$ cat src/rtl/a25_cache_pkg.sv
// Shared definitions for the cache maintenance block: FSM encoding, the
// cacheable-region field position in the address, and default geometry.
package a25_cache_pkg;

    localparam logic MAINT_IDLE  = 1'b0;
    localparam logic MAINT_FLUSH = 1'b1;

    // Address bits selecting one of 32 2MB regions in the cacheable map.
    localparam int REGION_LSB = 21;
    localparam int REGION_MSB = 25;

    localparam int DEFAULT_CACHE_LINES = 256;
    localparam int DEFAULT_WAYS        = 4;

    typedef enum logic {
        ST_IDLE  = MAINT_IDLE,
        ST_FLUSH = MAINT_FLUSH
    } maint_state_t;

endpackage

$ cat src/rtl/a25_cache_maint_if.sv
// Bus bundle between CP15/core, the cache maintenance block and the tag RAM.
// o_flush_count exists only when A25_CACHE_MAINT_STATS_EN is defined.
interface a25_cache_maint_if #(
    parameter int INDEX_W = 8,
    parameter int WAYS    = 4
);
    logic               i_core_stall;
    logic               i_cache_flush;
    logic               i_cache_enable;
    logic [31:0]        i_cacheable_area;
    logic [31:0]        i_address;
    logic               i_address_valid;
    logic               o_cacheable;
    logic               o_stall;
    logic               o_tag_wr;
    logic [INDEX_W-1:0] o_tag_index;
    logic [WAYS-1:0]    o_tag_way_mask;
    logic               o_flush_done;
`ifdef A25_CACHE_MAINT_STATS_EN
    logic [15:0]        o_flush_count;
`endif

    modport master (
        output i_core_stall, i_cache_flush, i_cache_enable,
        output i_cacheable_area, i_address, i_address_valid,
        input  o_cacheable, o_stall, o_tag_wr, o_tag_index,
        input  o_tag_way_mask, o_flush_done
`ifdef A25_CACHE_MAINT_STATS_EN
        , input o_flush_count
`endif
    );

    modport slave (
        input  i_core_stall, i_cache_flush, i_cache_enable,
        input  i_cacheable_area, i_address, i_address_valid,
        output o_cacheable, o_stall, o_tag_wr, o_tag_index,
        output o_tag_way_mask, o_flush_done
`ifdef A25_CACHE_MAINT_STATS_EN
        , output o_flush_count
`endif
    );

endinterface

$ cat src/rtl/a25_cache_maint.sv
// Whole-cache tag invalidation sequencer (power-on walk + CP15 flushes) and
// registered cacheable qualifier. Optional flush counter: A25_CACHE_MAINT_STATS_EN.
module a25_cache_maint
    import a25_cache_pkg::*;
#(
    parameter int  CACHE_LINES = DEFAULT_CACHE_LINES,
    parameter int  WAYS        = DEFAULT_WAYS,
    localparam int INDEX_W     = $clog2(CACHE_LINES)
) (
    input  logic              clk,
    input  logic              reset,
    a25_cache_maint_if.slave  bus
);

    maint_state_t       state_reg, state_next;
    logic [INDEX_W-1:0] index_reg, index_next;
    logic               pending_reg, pending_next;
    logic               enable_d1_reg;
    logic               cacheable_reg, cacheable_next;
    logic               flush_done;
    logic               trigger;
    logic               last_index;
    logic               tag_wr;
    logic [WAYS-1:0]    way_mask;
    logic               unused_addr_bits;

`ifdef A25_CACHE_MAINT_STATS_EN
    logic [15:0]        flush_count_reg, flush_count_next;
`endif

    assign trigger    = bus.i_cache_flush | (enable_d1_reg & ~bus.i_cache_enable);
    assign last_index = (index_reg == INDEX_W'(CACHE_LINES - 1));

    always_comb begin
        state_next     = state_reg;
        index_next     = index_reg;
        pending_next   = pending_reg;
        flush_done     = 1'b0;
        cacheable_next = cacheable_reg;

        unique case (state_reg)
            ST_IDLE: begin
                if (trigger) begin
                    state_next   = ST_FLUSH;
                    index_next   = '0;
                    pending_next = 1'b0;
                end
            end
            ST_FLUSH: begin
                if (last_index) begin
                    index_next   = '0;
                    pending_next = 1'b0;
                    // A trigger on the final index is treated as already pending.
                    if (!(pending_reg || trigger)) begin
                        state_next = ST_IDLE;
                        flush_done = 1'b1;
                    end
                end else begin
                    index_next = index_reg + INDEX_W'(1);
                    if (trigger) begin
                        pending_next = 1'b1;
                    end
                end
            end
            default: state_next = ST_IDLE;
        endcase

        if (bus.i_address_valid && !bus.i_core_stall) begin
            cacheable_next = bus.i_cache_enable
                           & bus.i_cacheable_area[bus.i_address[REGION_MSB:REGION_LSB]]
                           & (state_reg == ST_IDLE);
        end
    end

`ifdef A25_CACHE_MAINT_STATS_EN
    always_comb begin
        flush_count_next = flush_count_reg;
        if (flush_done && (flush_count_reg != 16'hFFFF)) begin
            flush_count_next = flush_count_reg + 16'd1;
        end
    end
`endif

    // Reset parks the FSM in FLUSH at index 0 so the power-on walk runs on release.
    always_ff @(posedge clk or negedge reset) begin
        if (!reset) begin
            state_reg       <= ST_FLUSH;
            index_reg       <= '0;
            pending_reg     <= 1'b0;
            enable_d1_reg   <= 1'b0;
            cacheable_reg   <= 1'b0;
`ifdef A25_CACHE_MAINT_STATS_EN
            flush_count_reg <= 16'd0;
`endif
        end else begin
            state_reg       <= state_next;
            index_reg       <= index_next;
            pending_reg     <= pending_next;
            enable_d1_reg   <= bus.i_cache_enable;
            cacheable_reg   <= cacheable_next;
`ifdef A25_CACHE_MAINT_STATS_EN
            flush_count_reg <= flush_count_next;
`endif
        end
    end

    assign tag_wr = (state_reg == ST_FLUSH);

    for (genvar gi = 0; gi < WAYS; gi++) begin : g_way
        assign way_mask[gi] = tag_wr;
    end

    assign bus.o_stall        = tag_wr;
    assign bus.o_tag_wr       = tag_wr;
    assign bus.o_tag_index    = index_reg;
    assign bus.o_tag_way_mask = way_mask;
    assign bus.o_flush_done   = flush_done;
    assign bus.o_cacheable    = cacheable_reg;
`ifdef A25_CACHE_MAINT_STATS_EN
    assign bus.o_flush_count  = flush_count_reg;
`endif

    // The region map wraps every 64MB; the remaining address bits are not decoded.
    assign unused_addr_bits = ^{bus.i_address[31:REGION_MSB+1], bus.i_address[REGION_LSB-1:0]};

endmodule

$ cat src/flat_wrapper.sv
// flat-port wrapper written by rule: the top's interface ports become plain ports
module a25_cache_maint_flat import a25_cache_pkg::*;
#(
    parameter int  CACHE_LINES = DEFAULT_CACHE_LINES,
    parameter int  WAYS        = DEFAULT_WAYS,
    localparam int INDEX_W     = $clog2(CACHE_LINES)
)
  (clk, reset, bus_i_core_stall, bus_i_cache_flush, bus_i_cache_enable, bus_i_cacheable_area, bus_i_address, bus_i_address_valid, bus_o_cacheable, bus_o_stall, bus_o_tag_wr, bus_o_tag_index, bus_o_tag_way_mask, bus_o_flush_done);
  a25_cache_maint_if #(.INDEX_W((8)), .WAYS(WAYS)) bus_i ();
  input  logic clk;
  input  logic reset;
  input wire logic [$bits(bus_i.i_core_stall)-1:0] bus_i_core_stall;
  input wire logic [$bits(bus_i.i_cache_flush)-1:0] bus_i_cache_flush;
  input wire logic [$bits(bus_i.i_cache_enable)-1:0] bus_i_cache_enable;
  input wire logic [$bits(bus_i.i_cacheable_area)-1:0] bus_i_cacheable_area;
  input wire logic [$bits(bus_i.i_address)-1:0] bus_i_address;
  input wire logic [$bits(bus_i.i_address_valid)-1:0] bus_i_address_valid;
  output wire logic [$bits(bus_i.o_cacheable)-1:0] bus_o_cacheable;
  output wire logic [$bits(bus_i.o_stall)-1:0] bus_o_stall;
  output wire logic [$bits(bus_i.o_tag_wr)-1:0] bus_o_tag_wr;
  output wire logic [$bits(bus_i.o_tag_index)-1:0] bus_o_tag_index;
  output wire logic [$bits(bus_i.o_tag_way_mask)-1:0] bus_o_tag_way_mask;
  output wire logic [$bits(bus_i.o_flush_done)-1:0] bus_o_flush_done;
  assign bus_i.i_core_stall = bus_i_core_stall;
  assign bus_i.i_cache_flush = bus_i_cache_flush;
  assign bus_i.i_cache_enable = bus_i_cache_enable;
  assign bus_i.i_cacheable_area = bus_i_cacheable_area;
  assign bus_i.i_address = bus_i_address;
  assign bus_i.i_address_valid = bus_i_address_valid;
  assign bus_o_cacheable = bus_i.o_cacheable;
  assign bus_o_stall = bus_i.o_stall;
  assign bus_o_tag_wr = bus_i.o_tag_wr;
  assign bus_o_tag_index = bus_i.o_tag_index;
  assign bus_o_tag_way_mask = bus_i.o_tag_way_mask;
  assign bus_o_flush_done = bus_i.o_flush_done;
  a25_cache_maint #(.CACHE_LINES(CACHE_LINES), .WAYS(WAYS)) u_core (.clk(clk), .reset(reset), .bus(bus_i));
endmodule
$ cat config.mk
export PLATFORM = sky130hd
export DESIGN_NAME = a25_cache_maint_flat
export DESIGN_NICKNAME = d
export VERILOG_FILES = /design/src/rtl/a25_cache_pkg.sv /design/src/rtl/a25_cache_maint_if.sv /design/src/rtl/a25_cache_maint.sv /design/src/flat_wrapper.sv
export SDC_FILE = /design/constraint.sdc
export NUM_CORES = 1
export LEC_CHECK = 0
export CAP_MARGIN = 20
export CORE_AREA = 2 2 44 77
export CTS_BUF_LIST = sky130_fd_sc_hd__clkbuf_4 sky130_fd_sc_hd__clkbuf_8
export CTS_CLUSTER_DIAMETER = 40
export CTS_CLUSTER_SIZE = 24
export DETAILED_ROUTE_END_ITERATION = 7
export DIE_AREA = 0 0 46 79
export GPL_TIMING_DRIVEN = 0
export PLACE_DENSITY = 0.85
export SLEW_MARGIN = 20
export SYNTH_ARGS = -nofsm -noshare
export SYNTH_HDL_FRONTEND = slang
export SYNTH_SLANG_ARGS = --single-unit
$ cat constraint.sdc
create_clock -name clk -period 2.35 [get_ports clk]
set_clock_uncertainty 0.1 [all_clocks]
set_input_delay 0.235 -clock clk [delete_from_list [all_inputs] [get_ports clk]]
set_output_delay 0.235 -clock clk [all_outputs]
set_load 0.03 [all_outputs]
==> flow_summary.ini <==
[routing]
wirelength_mm = 2.544
drt_iter0_drc = 26
route.detailed.drc = 0
dr.pass1.iters = 4
detail-route-antenna-nets = 0
via_per_inst = 5.454
vias = 998
routedWlPerCell_um = 13.90

[sta]
setup-violations-final = 0
slew_headroom = 0.5147
final-max-slew-violation-count = 0
hold_viol = 0
worst_pin_slew_ns = 0.7219
setup_ws_ns = 0.2615
period_share = 0.8887
fmax_mhz = 478.8
period_needed_ns = 2.089
tns_ns = 0
rsz0062_at_grt = false
holdWs_ns = 0.2378

[flow_run]
maxCapViolCount = 0

[global_route]
grtUsageTotal = 0.1645
use_met2 = 0.3028
gr-usage-met3 = 0.05000
grt_max_degree = 14
grt_pass1_vias = 1064
top_usage_layer = met2
grt_pass1_wl_mm = 4.381
grt_use_met1 = 0.1394
antenna_found_initial = 0
grt-ovfl-total = 0

[layout]
multi_input_area_um2 = 523.0
nNetsFinal = 226
fin_area_um2 = 1550
largest_reg_flops = 8
diodes = 0
layout-drive-gt1-share = 0.1299
utilization = 0.5099
fillers = 292
syn2layout_area_growth_pct = 71.61
regArea_um2 = 301.5

[floorplan]
core_um2 = 3040
start_util = 0.2971
die_y_um = 79
fp.dieW_um = 46
ioPinCount = 86
rows = 27
dieArea_um2 = 3634

[placement]
place_ws_ns = -0.009651
place_congestion = 0.7032
place_area_um2 = 1500
io_buffers = 56
dp_hpwl_mm = 2.156

[worst_setup_path]
cp-start-kind = register
crit_type = reg -> reg
worst_ep_required_time_ns = 2.36
rrSetupSlack_ns = 0.26
path_max_fanout = 6
cp.arrival_ns = 2.10
cp-end-kind = register

[cts]
clk_pin_slew_ns = 0.05
cts_root_buf = clkbuf_8
htreeDepth = 1
numCtsBuffers = 3
cts_tree = built
clock_latency_ns = 0.25
clk_path_buf_depth = 2
cts-hold-fix-buffers = 0
clock-sinks = 12

[power]
power.density_nw_per_um2 = 731.3
peakVddDrop_uv = 311.7
leakage_nw = 0.6355

[synthesis]
synth_cell_type_count = 30
syn_area_um2 = 903.4
ys_ff_latch = 12
yosys_warnings = 0
synthCells = 94
avgSynthCellArea_um2 = 9.610
synth_seq_area_share = 0.3338
synth_nets = 165

[status]
status = complete, no violations

[worst_hold_path]
worstHoldPathType = in -> async
-- layout by cell type, fill, tap and decap left out, types with 4 or more instances in the layout --
cell,n
buf_4,5
o21ai_0,9
clkbuf_8,4
mux2i_1,10
mux4_2,4
nor2_1,8
inv_1,4
nand2_1,9
clkdlybuf4s50_1,55
dfrtp_1,11
nand3_1,5
-- synthesized netlist by cell type (all sizes together) --
cell type / count / share of area
a21o: 1 / 0.0083
a21oi: 1 / 0.0055
a22o: 1 / 0.0097
a31oi: 1 / 0.0069
and2: 1 / 0.0069
and3: 2 / 0.014
buf: 7 / 0.066
clkbuf: 1 / 0.0042
dfrtp: 11 / 0.30
dfstp: 1 / 0.029
ha: 1 / 0.014
inv: 4 / 0.017
mux2: 3 / 0.037
mux2i: 10 / 0.11
mux4: 4 / 0.10
nand2: 9 / 0.037
nand3: 5 / 0.028
nand3b: 3 / 0.025
nand4: 1 / 0.0069
nor2: 8 / 0.033
nor3b: 1 / 0.0083
nor4: 1 / 0.0069
o21ai: 10 / 0.055
o311a: 1 / 0.011
o311ai: 1 / 0.0097
o31ai: 3 / 0.025
xnor2: 1 / 0.0097
xor2: 1 / 0.0097
-- stage by stage --
stage	cells	total power [mW]
4_1_cts	183	1.141
5_1_grt	183	1.207
2_1_floorplan	94	0.6460
3_5_place_dp	179	0.9050
3_3_place_gp	179	0.8795
6_report	183	1.134
-- layout make-up --
class / count / area share
Buffer: 8 / 0.04116
Timing Repair Buffer: 56 / 0.3584
Tap cell: 29 / 0.02341
Inverter: 4 / 0.009685
Clock buffer: 4 / 0.03551
Multi-Input combinational cell: 70 / 0.3374
Sequential cell: 12 / 0.1945
-- worst paths after layout --
kind                                           start                        end  cells past startpoint
setup / recovery           u_core.bus.o_tag_index[0]  u_core.bus.o_tag_index[3]                      6
hold / removal                                 reset  u_core.bus.o_tag_index[5]                      1
hold reg to reg            u_core.bus.o_tag_index[7]  u_core.bus.o_tag_index[7]                      1
setup reg to reg           u_core.bus.o_tag_index[0]  u_core.bus.o_tag_index[3]                      6
min in group clk                  bus_i_cache_enable       u_core.enable_d1_reg                      1
max in group asynchronous                      reset         u_core.bus.o_stall                      1
-- repair_timing --
| item | in CTS | in global routing |
|---|---|---|
| endpoints found under the hold margin | 0 | 0 |
| setup buffers | 0 | 0 |
| cloned | 0 | 0 |
| setup endpoints to repair | 1 | 1 |
| resized for setup | 1 | 2 |
-- critical path: stages, from the launching register on --
cell	delay, ns
dfrtp_1	0.42
ha_1	0.22
nand3_1	0.15
o31ai_1	0.68
nor2_1	0.07
o21ai_0	0.21
o31ai_1	0.10
-- power by group --
part | internal [mW] | switching, mW | total, mW
Clock | 0.148 | 0.0815 | 0.230
Sequential | 0.277 | 0.101 | 0.378
Combinational | 0.266 | 0.259 | 0.525
Total | 0.692 | 0.442 | 1.13
-- logic make-up after synthesis --
| logic type | after synthesis | synth area share |
|---|---|---|
| AO/OA/AOI/OAI | 19 | 0.1316 |
| AND/OR/NAND/NOR | 31 | 0.1662 |
| XOR/XNOR | 2 | 0.01939 |
| multiplexers | 17 | 0.2479 |
| buffers and inverters | 12 | 0.08725 |
| adder cells (fa/ha/maj) | 1 | 0.01385 |
| flip-flops | 12 | 0.3338 |
-- metal layers --
layer	vias up	part of all wire
met5	-	0
met4	0	0.037
met3	9	0.10
met2	69	0.57
met1	460	0.29
li1	460	-
(Power assumes the default switching activity.)
